==> src/rtl/program_sequencer_pkg.sv <==
// Shared definitions for the program sequencer.
// Holds the sequencer state encoding, the fixed three-program schedule
// (entry and done addresses) and the pointer-advance helper.
package program_sequencer_pkg;

    localparam int ADDR_W    = 10;
    localparam int CNT_W     = 16;
    localparam int NUM_PROGS = 3;

    typedef enum logic [1:0] {
        IDLE = 2'd0,
        LOAD = 2'd1,
        RUN  = 2'd2,
        DONE = 2'd3
    } seq_state_e;

    // Plain vector constants for the FSM register, tied to the enum encoding.
    localparam logic [1:0] ST_IDLE = IDLE;
    localparam logic [1:0] ST_LOAD = LOAD;
    localparam logic [1:0] ST_RUN  = RUN;
    localparam logic [1:0] ST_DONE = DONE;

    localparam logic [ADDR_W-1:0] PROG_START [NUM_PROGS] = '{10'd0,   10'd400, 10'd450};
    localparam logic [ADDR_W-1:0] PROG_END   [NUM_PROGS] = '{10'd400, 10'd450, 10'd800};

    // Round-robin through the schedule: 0 -> 1 -> 2 -> 0.
    function automatic logic [1:0] next_prog(input logic [1:0] p);
        return (p >= 2'(NUM_PROGS - 1)) ? 2'd0 : p + 2'd1;
    endfunction

endpackage

==> src/rtl/program_sequencer_prog_table.sv <==
// Program schedule lookup.
// Ports:
//   sel        in  2  program index
//   start_addr out D  entry address of the selected program
//   end_addr   out D  done address of the selected program
// Out-of-range indices fall back to program 0.
module prog_table
    import program_sequencer_pkg::*;
#(
    parameter int             D        = ADDR_W,
    parameter logic [D-1:0]   P0_START = PROG_START[0],
    parameter logic [D-1:0]   P0_END   = PROG_END[0],
    parameter logic [D-1:0]   P1_START = PROG_START[1],
    parameter logic [D-1:0]   P1_END   = PROG_END[1],
    parameter logic [D-1:0]   P2_START = PROG_START[2],
    parameter logic [D-1:0]   P2_END   = PROG_END[2]
) (
    input  logic [1:0]   sel,
    output logic [D-1:0] start_addr,
    output logic [D-1:0] end_addr
);

    always_comb begin
        start_addr = P0_START;
        end_addr   = P0_END;
        case (sel)
            2'd1: begin
                start_addr = P1_START;
                end_addr   = P1_END;
            end
            2'd2: begin
                start_addr = P2_START;
                end_addr   = P2_END;
            end
            default: begin
                start_addr = P0_START;
                end_addr   = P0_END;
            end
        endcase
    end

endmodule

==> src/rtl/program_sequencer.sv <==
// Run-control for the 9-bit single-cycle CPU.
// Each accepted start edge loads the pc with the entry address of the next
// program in a fixed three-program schedule, then enables the datapath until
// the pc equals that program's done address or the cycle watchdog expires.
// Ports:
//   clk          in   1   clock, rising edge
//   reset        in   1   asynchronous active-low reset
//   start        in   1   run request level; only 0->1 edges act
//   pc           in   D   current program counter
//   pc_load      out  1   one-cycle strobe, pc takes pc_target next edge
//   pc_target    out  D   entry address of the selected program
//   run          out  1   pc advance / write enable
//   done         out  1   program finished, held until the next launch
//   timeout      out  1   with done: watchdog ended the run
//   prog_sel     out  2   program index of current/last run
//   cycle_count  out  CW  RUN cycles of current/last run
module program_sequencer
    import program_sequencer_pkg::*;
#(
    parameter int             D        = ADDR_W,
    parameter logic [D-1:0]   P0_START = PROG_START[0],
    parameter logic [D-1:0]   P0_END   = PROG_END[0],
    parameter logic [D-1:0]   P1_START = PROG_START[1],
    parameter logic [D-1:0]   P1_END   = PROG_END[1],
    parameter logic [D-1:0]   P2_START = PROG_START[2],
    parameter logic [D-1:0]   P2_END   = PROG_END[2],
    parameter int             CW       = CNT_W,
    parameter int             MAX_CYC  = 65535
) (
    input  logic          clk,
    input  logic          reset,
    input  logic          start,
    input  logic [D-1:0]  pc,
    output logic          pc_load,
    output logic [D-1:0]  pc_target,
    output logic          run,
    output logic          done,
    output logic          timeout,
    output logic [1:0]    prog_sel,
    output logic [CW-1:0] cycle_count
);

    localparam logic [CW-1:0] WD_LAST = CW'(MAX_CYC - 1);

    logic [1:0]   state;
    logic [1:0]   ptr;
    logic         start_q;
    logic         start_edge;
    logic         can_launch;
    logic         end_hit;
    logic         wd_hit;
    logic [D-1:0] end_addr;

    prog_table #(
        .D        (D),
        .P0_START (P0_START),
        .P0_END   (P0_END),
        .P1_START (P1_START),
        .P1_END   (P1_END),
        .P2_START (P2_START),
        .P2_END   (P2_END)
    ) u_table (
        .sel        (prog_sel),
        .start_addr (pc_target),
        .end_addr   (end_addr)
    );

    assign start_edge = start & ~start_q;
    // Edges arriving in LOAD or RUN are dropped, not queued.
    assign can_launch = (state == ST_IDLE) || (state == ST_DONE);
    assign end_hit    = (pc == end_addr);
    assign wd_hit     = (cycle_count == WD_LAST);

    assign pc_load = (state == ST_LOAD);
    assign run     = (state == ST_RUN);

    always_ff @(posedge clk or negedge reset) begin
        if (!reset) begin
            state       <= ST_IDLE;
            ptr         <= 2'd0;
            start_q     <= 1'b0;
            prog_sel    <= 2'd0;
            done        <= 1'b0;
            timeout     <= 1'b0;
            cycle_count <= '0;
        end else begin
            start_q <= start;
            case (state)
                ST_LOAD: begin
                    done        <= 1'b0;
                    timeout     <= 1'b0;
                    cycle_count <= '0;
                    state       <= ST_RUN;
                end
                ST_RUN: begin
                    // End match wins over the watchdog in the same cycle;
                    // the terminating cycle is not counted.
                    if (end_hit) begin
                        state   <= ST_DONE;
                        done    <= 1'b1;
                        timeout <= 1'b0;
                    end else if (wd_hit) begin
                        state   <= ST_DONE;
                        done    <= 1'b1;
                        timeout <= 1'b1;
                    end else begin
                        cycle_count <= cycle_count + 1'b1;
                    end
                end
                default: begin
                    if (can_launch && start_edge) begin
                        state    <= ST_LOAD;
                        prog_sel <= ptr;
                        ptr      <= next_prog(ptr);
                    end
                end
            endcase
        end
    end

endmodule

==> config.mk <==
export PLATFORM = sky130hd
export DESIGN_NAME = program_sequencer
export DESIGN_NICKNAME = d
export VERILOG_FILES = /design/src/rtl/program_sequencer_pkg.sv /design/src/rtl/program_sequencer_prog_table.sv /design/src/rtl/program_sequencer.sv
export SDC_FILE = /design/constraint.sdc
export NUM_CORES = 1
export LEC_CHECK = 0
export CAP_MARGIN = 10
export CORE_MARGIN = 4
export CORE_UTILIZATION = 35
export CTS_CLUSTER_DIAMETER = 200
export DETAILED_ROUTE_END_ITERATION = 8
export GPL_ROUTABILITY_DRIVEN = 1
export GPL_TIMING_DRIVEN = 1
export RECOVER_POWER = 100
export SYNTH_ARGS = -nofsm -noshare
export SYNTH_HDL_FRONTEND = slang
export SYNTH_SLANG_ARGS = --single-unit
==> constraint.sdc <==
create_clock -name clk -period 2 [get_ports clk]
set_input_delay 0.4 -clock clk [delete_from_list [all_inputs] [get_ports clk]]
set_output_delay 0.4 -clock clk [all_outputs]
set_load 0.005 [all_outputs]
==> summary.md, run 1 <==
| Metric | Value |
|---|---|
| Slack of the critical path | 0.04632 ns |
| Worst-Skew Late Latency | 0.28 ns |
| RSZ-0062 raised after global routing | yes |
| Largest family of logic cells by synthesized area | simple AND/OR/NAND/NOR gates |
| Initial Utilization | 37.05% |
| Maximum VDD drop | 0.7529 mV |
| Async set or reset register ratio after synthesis | 100.0% |
| H-tree lvl count | 1 |
| FP Rows | 24 |
| Fin crit share | 97.68% |
| Clock skew | 0.005387 ns |
| Total CTS buffers | 3 |
| Critical path capture point type | flip-flop |
| Max-slew violation count | 0 |
| Worst slew margin | 56.79% |
| Required time of the critical path | 2.22 ns |
| # port buffers | 39 |
| Fin Setup TNS | 0 ns |
| Clock transition at path regs | 0.09 ns |
| Die height | 76.83 um |
| Initial antenna violation count | 0 |
| Ys flop type | dfrtp_1 |
| Worst Tran Pin Value | 0.6482 ns |
| Clk Tree Root Cell | clkbuf_8 |
| Critical path type | flip-flop to flip-flop |
| HP Class | flip-flop to flip-flop |
| Register area share after synthesis | 37.74% |
| Startpoint Class | flip-flop |
| Netlist Area Pre-Place | 1658 sq um |
| Share of cells above drive strength 1 | 17.72% |
| Final GP Congestion | 0.8302 |
| Largest net degree at the start of global routing | 26 |
| Die area | 5902 sq um |
| GRT Util Overall | 14.32% |
| Worst R2R Path Depth | 8 |
| Gr ovfl total | 0 |
| Critical Path Fanout Max | 10 |
| First-pass GRT wire length | 6906 um |
| Mean area per synthesized cell | 9.109 sq um |
| # diodes | 0 |
| Vias | 1,536 |
| EDFF count, synth | 0 |
| Yosys reg bits | 25 |
| Status | complete, no violations |
| Final antenna-violating net count | 0 |
| Clock power frac | 17.1% |
| Switching power | 0.6648 mW |
| FF/Latch Area | 626.9 sq um |
| Final period demand of the worst path | 1.954 ns |
| # Max-Cap Violations | 0 |
| FILL cells | 446 |
| Layout area overhead | 39.47% |
| DR vias/cell | 5.315 |
| CTS Buffer Depth | 2 |
| Pwr/cell area | 791.0 nW/um^2 |
| Synth Area in Compound Gates | 14.11% |
| Total power draw | 1.829 mW |
| Max Freq | 511.9 MHz |
| I/O pins | 45 |
| Final wirelength | 4164 um |
| Synth area leaders | dfrtp_1, ha_1, nand3_1 |
| Final hold vios | 0 |
| Synth warn | 0 |
| Simple-gate share of the synthesized area | 29.58% |
| Placed wire-length estimate | 3061 um |
| DP Worst Slack | -0.2425 ns |
| FF-to-FF End | cycle_count[13] |
| Worst r2r src | prog_sel[1] |
| Post-Synth XOR/XNOR Area | 1.057% |
| Final setup vio count | 0 |
| Area of the multi-input gates | 970.9 sq um |
| Leak Pwr | 1.056 nW |
| Power share of the sequential group | 34.8% |
| Switching share of total power | 36.34% |
| Total core area | 4474 sq um |
| CTS Sinks | 25 |
| Cells after Synth | 182 |
| Post-synth cell types | 49 |
| First-pass detailed-route iteration total | 4 |
| Layout Utilization | 51.68% |
| Hold_sp | timeout |
| Fin nets | 259 |
| Drc violations | 0 |
| Adder-Cell Fraction of Synth Area | 6.038% |
| WHS Path Cells | 2 |
| Flop-to-flop setup slack | 0.05 ns |
| Post-CTS Setup Bufs | 0 |
| CTS tree | yes |
| Multiplexer share of the synthesized area | 2.566% |
| DIE WIDTH | 76.83 um |
| Logic pwr share | 48.0% |
| WL/cell | 14.41 um |
| Top cell type by total area after synthesis | dfrtp_1 |
| Worst hold path endpoint | timeout |
| Vias in the first global route | 1,411 |
| Detailed Route Iter0 Violations | 56 |
| Crit path DAT | 2.17 ns |
| Share of the synthesized area in the top cell type | 37.74% |
| Pint | 1.164 mW |
layout by cell type, fill, tap and decap left out, drive strengths merged, types with 2 or more instances in the layout:
cell	instances
nand2b	2
nor4	3
a21o	5
nand3	18
nor3	4
o311ai	4
nand4	3
nand2	19
clkbuf	9
dfrtp	25
dlymetal6s2s	2
and3	2
dlygate4sd3	10
clkdlybuf4s50	26
mux2i	2
inv	10
and2	2
mux2	2
nor4b	2
or2	2
a32o	2
or4	11
ha	8
a21oi	4
o21ai	4
buf	18
nor2	9
or4b	2
or3	3
conb	5
o211ai	6
stage by stage:
step                cells  cell area [sq um]  hold slack (ns)
floorplan             186               1673           0.1044
global placement      285               2207           0.4878
detailed placement    285               2207           0.4997
CTS                   289               2277           0.4926
global route          289               2312           0.5597
finish                289               2312           0.5044
repair_timing:
action | 4_1_cts | 5_1_grt
pin swaps | 1 | 3
hold buffers | 0 | 0
endpoints found under the setup margin | 12 | 17
resized for setup | 6 | 11
critical path, cell delays in order (launching register included):
cell and delay [ns]:
dfrtp_2 0.45, inv_1 0.06, ha_2 0.19, and3_4 0.15, o22ai_2 0.21, o21ai_4 0.09
buf_6 0.14, or4b_1 0.51, nand3_1 0.09
worst max-delay path by stage:
stage                       to   startpoint  depth (start not counted)
2_1_floorplan  cycle_count[12]  prog_sel[0]                          8
3_3_place_gp   cycle_count[13]        pc[6]                          7
3_5_place_dp   cycle_count[13]        pc[6]                          7
4_1_cts           pc_target[6]  prog_sel[0]                          4
5_1_grt        cycle_count[12]  prog_sel[1]                          7
6_report       cycle_count[13]  prog_sel[1]                          8
cell usage after synthesis, types with 5 or more instances:
master,n
nand3_1,18
o211ai_1,6
or4_1,10
inv_1,9
nand2_1,19
a21o_1,5
ha_1,8
clkbuf_1,5
buf_4,7
dfrtp_1,25
nor2_1,9
flip-flops by register name, indices dropped and copies added, names as in the netlist:
register,flops
cycle_count,16
prog_sel,2
ptr,2
state,2
done,1
start_q,1
timeout,1
power by group through the flow:
stage          Combinational (mW)  Clock (mW)  Sequential [mW]
3_5_place_dp                0.844           0            0.634
2_1_floorplan               0.462           0            0.640
3_3_place_gp                0.837           0            0.633
5_1_grt                     0.964       0.347            0.648
6_report                    0.879       0.313            0.637
4_1_cts                     0.876       0.326            0.631
per-layer routing:
metal | up-vias | part of all wire (%) | track usage [%]
li1 | 772 | - | -
met4 | 0 | 1.2 | 3.804
met3 | 6 | 4.1 | 3.279
met1 | 724 | 46 | 18.74
met2 | 34 | 48 | 23.69
met5 | - | 0 | 0
logic make-up (layout without fill, tap and decap cells):
| group | Yosys count | in the layout |
|---|---|---|
| AND/OR/NAND/NOR | 86 | 86 |
| AO/OA/AOI/OAI | 31 | 31 |
| flip-flops | 25 | 25 |
| buffers and inverters | 25 | 76 |
| adder cells (fa/ha/maj) | 8 | 8 |
| multiplexers | 4 | 4 |
| XOR/XNOR | 2 | 2 |
| other | 1 | 5 |
final cells by class:
class | instances | share of cell area [%]
Timing Repair Buffer | 62 | 24.51
Multi-Input combinational cell | 136 | 41.99
Tap cell | 52 | 2.814
Inverter | 10 | 1.623
Clock buffer | 4 | 1.948
Sequential cell | 25 | 27.11
No activity file was read; power rests on OpenSTA's default activity.
==> inputs of run 2 (changes only) <==
--- a/config.mk
+++ b/config.mk
@@ -5,7 +5,6 @@
 export SDC_FILE = /design/constraint.sdc
 export NUM_CORES = 1
 export LEC_CHECK = 0
-export CAP_MARGIN = 10
 export CORE_MARGIN = 4
 export CORE_UTILIZATION = 35
 export CTS_CLUSTER_DIAMETER = 200
==> constraint.sdc (replaced) <==
create_clock -name clk -period 2.5 [get_ports clk]
set_input_delay 0.5 -clock clk [delete_from_list [all_inputs] [get_ports clk]]
set_output_delay 0.5 -clock clk [all_outputs]
set_load 0.005 [all_outputs]
==> summary.md, run 2 (synthesis results as in run 1) <==
| Metric | Value |
|---|---|
| Layout Utilization | 46.84% |
| Layout area overhead | 26.42% |
| First-pass detailed-route iteration total | 4 |
| # diodes | 0 |
| Status | complete, no violations |
| Post-CTS Setup Bufs | 0 |
| Commonest non-fill, non-tap cell in the layout | dlygate4sd3_1 |
| Critical path capture point type | output port |
| CTS Sinks | 25 |
| FP Rows | 24 |
| Worst Tran Pin Value | 1.418 ns |
| Max reg flops | 16 |
| H-tree lvl count | 1 |
| Design area | 2096 sq um |
| Detailed Route Iter0 Violations | 126 |
| CTS tree | yes |
| Critical Path Fanout Max | 4 |
| Clk Tree Root Cell | clkbuf_8 |
| Crit path DAT | 1.69 ns |
| GRT Util Overall | 14.28% |
| Final GP Congestion | 0.7314 |
| Die height | 76.83 um |
| DP Worst Slack | 0.1673 ns |
| Required time of the critical path | 2.00 ns |
| Hold_sp | timeout |
| Worst r2r src | cycle_count[0] |
| DR vias/cell | 5.321 |
| Layout Cells excl Fill | 271 |
| WHS | 0.5062 ns |
| Cts hold-fix bufs | 0 |
| HP Class | flip-flop to flip-flop |
| Max-slew violation count | 0 |
| Slowest library cell on the worst path | dlygate4sd3_1 |
| Worst slew margin | 5.447% |
| Placed Area | 2072 sq um |
| Worst-Skew Late Latency | 0.28 ns |
| Crit path top cell by count | inv_1 |
| Largest net degree at the start of global routing | 29 |
| Total power draw | 1.336 mW |
| # Max-Cap Violations | 0 |
| Vias | 1,442 |
| Critical path type | flip-flop to output port |
| Cell Chain, Critical Path | inv_1, ha_1, inv_1, dlygate4sd3_1 |
| Placed wire-length estimate | 2883 um |
| Final hold vios | 0 |
| Total core area | 4474 sq um |
| Final period demand of the worst path | 2.186 ns |
| Critical path origin | prog_sel[0] |
| Largest register by flop count | cycle_count |
| First-pass GRT wire length | 7065 um |
| Final setup vio count | 0 |
| Gr ovfl total | 0 |
| WL/cell | 14.73 um |
| Pwr/cell area | 637.7 nW/um^2 |
| RSZ-0062 raised after global routing | no |
| Drc violations | 0 |
| Vias in the first global route | 1,417 |
| Fin nets | 241 |
| Initial antenna violation count | 0 |
| FILL cells | 453 |
| CTS Buffer Depth | 2 |
| Max Freq | 457.4 MHz |
| Slack of the critical path | 0.3136 ns |
| Clock skew | 0.01338 ns |
| CP max stage delay | 0.56 ns |
| Cts repair resizes | 0 |
| DIE WIDTH | 76.83 um |
| Share of cells above drive strength 1 | 6.393% |
| Placed instance count | 267 |
| Leak Pwr | 0.9852 nW |
| Fin Setup TNS | 0 ns |
| I/O pins | 45 |
| Maximum VDD drop | 0.7301 mV |
| Startpoint Class | flip-flop |
| Total CTS buffers | 3 |
| Initial Utilization | 37.05% |
| Commonest non-fill, non-tap cells in the layout | dlygate4sd3_1, dfrtp_1, nand2_1 |
| Final antenna-violating net count | 0 |
| Final wirelength | 3992 um |
| Fin crit share | 87.45% |
| Die area | 5902 sq um |
| # port buffers | 39 |
| Clock transition at path regs | 0.08 ns |
[run 2: layer usage]
layer  GRT usage (%)  routed length, um
met1           19.78               1923
met2           23.08               1910
met3           3.279                143
met4           2.174                 15
met5               0                  0
[run 2: final cells by class]
cell class              instances  area [sq um]  area share, %
flip-flops and latches         25         625.6          29.85
well taps                      52         65.06          3.104
inverters                      10         37.54          1.791
repair buffers                 44         434.2          20.72
clock buffers                   4         45.04          2.149
multi-input cells             136         888.4          42.39
[run 2: final timing paths]
check	to	slack [ns]	cells past startpoint
worst max-delay path	pc_target[8]	0.31	4
worst min-delay path	timeout	0.51	2
worst max register to register	cycle_count[0]	0.40	8
worst min register to register	timeout	0.51	2
max in group asynchronous	cycle_count[0]	0.59	2
min in group asynchronous	cycle_count[13]	1.06	2
[run 2: report_power, final]
part           internal (mW)  switching, mW
registers              0.456         0.0559
clock network          0.114          0.139
logic                  0.267          0.304
total                  0.837          0.499
[run 2: critical path, delay by kind of cell (launching register included)]
kind                       cells  cell delay [ns]
adders and majority gates      1             0.32
buffers and inverters          3             0.70
DFF                            1             0.40
==> inputs of run 3 (changes only) <==
--- a/config.mk
+++ b/config.mk
@@ -11,7 +11,6 @@
 export DETAILED_ROUTE_END_ITERATION = 8
 export GPL_ROUTABILITY_DRIVEN = 1
 export GPL_TIMING_DRIVEN = 1
-export RECOVER_POWER = 100
 export SYNTH_ARGS = -nofsm -noshare
 export SYNTH_HDL_FRONTEND = slang
 export SYNTH_SLANG_ARGS = --single-unit
==> summary.md, run 3 (synthesis results as in run 1) <==
| Metric | Value |
|---|---|
| Wl on met1 | 1937 um |
| Max-slew violation count | 0 |
| Flop-to-flop setup slack | 0.44 ns |
| Fin crit share | 85.29% |
| # port buffers | 39 |
| Final GP Congestion | 0.7314 |
| Clk Tree Root Cell | clkbuf_8 |
| DR top layer | met4 |
| Worst hold path endpoint | timeout |
| Gr ovfl total | 0 |
| First-pass detailed-route iteration total | 4 |
| CP delay by family, top | buffers and inverters |
| Placed wire-length estimate | 2883 um |
| DIE WIDTH | 76.83 um |
| Routed met3 length | 163 um |
| Max Freq | 469.0 MHz |
| Final wirelength | 4006 um |
| Placed Area | 2072 sq um |
| Hold_sp | timeout |
| Final period demand of the worst path | 2.132 ns |
| FP Rows | 24 |
| Crit path top cell by count | inv_1 |
| Critical Path Fanout Max | 4 |
| Worst r2r src | prog_sel[0] |
| HP Class | flip-flop to flip-flop |
| Post-CTS Setup Bufs | 0 |
| Critical path type | flip-flop to output port |
| Total CTS buffers | 3 |
| Clock power frac | 18.3% |
| Vias in the first global route | 1,417 |
| Die area | 5902 sq um |
| Fin nets | 241 |
| Slack of the critical path | 0.3677 ns |
| Cell Chain, Critical Path | inv_1, ha_1, inv_1, clkdlybuf4s50_1 |
| RSZ-0062 raised after global routing | no |
| Required time of the critical path | 2.00 ns |
| CTS Sinks | 25 |
| WHS | 0.5104 ns |
| Critical path capture point type | output port |
| Logic pwr share | 44.5% |
| Critical path buffer and inverter count | 3 |
| Worst R2R Path Depth | 8 |
| I/O pins | 45 |
| Startpoint Class | flip-flop |
| First-pass GRT wire length | 7065 um |
| Leak Pwr | 0.9127 nW |
| WHS Path Cells | 2 |
| Vias | 1,451 |
| Status | complete, no violations |
| Fin Setup TNS | 0 ns |
| DR vias/cell | 5.354 |
| Cts hold-fix bufs | 0 |
| CTS Buffer Depth | 2 |
| Slowest library cell on the worst path | clkdlybuf4s50_1 |
| Crit path DAT | 1.63 ns |
| Clock skew | 0.01274 ns |
| Share of cells above drive strength 1 | 7.763% |
| Initial antenna violation count | 0 |
| Layout area overhead | 27.70% |
| Final setup vio count | 0 |
| # Max-Cap Violations | 0 |
| Routed wl met2 | 1889 um |
| Pint | 0.8761 mW |
| Pwr/cell area | 651.7 nW/um^2 |
| Power share of the sequential group | 37.2% |
| Switching power | 0.5036 mW |
| Worst Tran Pin Value | 0.5474 ns |
| Initial Utilization | 37.05% |
| Switching share of total power | 36.50% |
| Largest register by flop count | cycle_count |
| Cts repair resizes | 0 |
| DP Worst Slack | 0.1673 ns |
| Final hold vios | 0 |
| Die height | 76.83 um |
| CP max stage delay | 0.49 ns |
| Largest net degree at the start of global routing | 29 |
| Worst slew margin | 63.17% |
| Total core area | 4474 sq um |
| Worst-Skew Late Latency | 0.28 ns |
| Final antenna-violating net count | 0 |
| GRT Util Overall | 14.28% |
| Commonest non-fill, non-tap cells in the layout | clkdlybuf4s50_1, dfrtp_1, nand2_1 |
| CTS tree | yes |
| Drc violations | 0 |
| Detailed Route Iter0 Violations | 169 |
| Maximum VDD drop | 0.7472 mV |
| WL/cell | 14.78 um |
| FF-to-FF End | cycle_count[13] |
| Design area | 2117 sq um |
| # diodes | 0 |
| Commonest non-fill, non-tap cell in the layout | clkdlybuf4s50_1 |
| Max reg flops | 16 |
| Clock transition at path regs | 0.08 ns |
| H-tree lvl count | 1 |
## run 3: changes by cell type in the layout (fill, tap and decap cells not counted), sizes merged
| cell | delta |
|---|---|
| clkdlybuf4s50 | +30 |
| buf | +2 |
| dlygate4sd3 | -30 |
| clkbuf | -2 |
## run 3: worst register-to-register path: stages (launching register included)
cell and delay (ns):
dfrtp_1 0.40, inv_1 0.07, ha_1 0.24, and3_1 0.16, o22ai_1 0.26, o21ai_4 0.11, buf_12 0.17, or4b_1 0.52
nand3_1 0.09
## run 3: cell type report
cell class                 count  area [sq um]
fill                         446          2357
multi-input combinational    136         903.4
sequential                    25         625.6
timing repair buffer          44         440.4
tap                           52         65.06
clock buffer                   4         45.04
inverter                      10         37.54
## run 3: metal layers
layer,GRT usage [%],vias to the layer above
met5,0,-
met4,2.174,0
met3,3.279,2
met2,23.08,26
met1,19.78,688
li1,-,735
## run 3: power by group through the flow
| stage | Combinational (mW) | Sequential [mW] | Clock [mW] |
|---|---|---|---|
| finish | 0.614 | 0.513 | 0.253 |
| global route | 0.687 | 0.524 | 0.278 |
| CTS | 0.623 | 0.515 | 0.260 |
| detailed placement | 0.618 | 0.523 | 0 |
| global placement | 0.615 | 0.521 | 0 |
| floorplan | 0.369 | 0.512 | 0 |
## run 3: worst max path at each step
stage	from	end	slack, ns	cells after the start
3_5_place_dp	pc[6]	cycle_count[13]	0.17	7
6_report	prog_sel[0]	pc_target[8]	0.37	4
4_1_cts	prog_sel[0]	pc_target[8]	0.34	4
3_3_place_gp	pc[6]	cycle_count[13]	0.17	7
5_1_grt	state[0]	run	0.24	3
2_1_floorplan	prog_sel[0]	cycle_count[12]	0.62	8
## run 3: per-stage QoR
| step | utilization, % | power [mW] | cells |
|---|---|---|---|
| 2_1_floorplan | - | 0.8815 | 186 |
| 3_3_place_gp | 46.31 | 1.136 | 267 |
| 3_5_place_dp | 46.31 | 1.141 | 267 |
| 4_1_cts | 47.32 | 1.397 | 271 |
| 5_1_grt | 47.32 | 1.490 | 271 |
| 6_report | 47.32 | 1.380 | 271 |
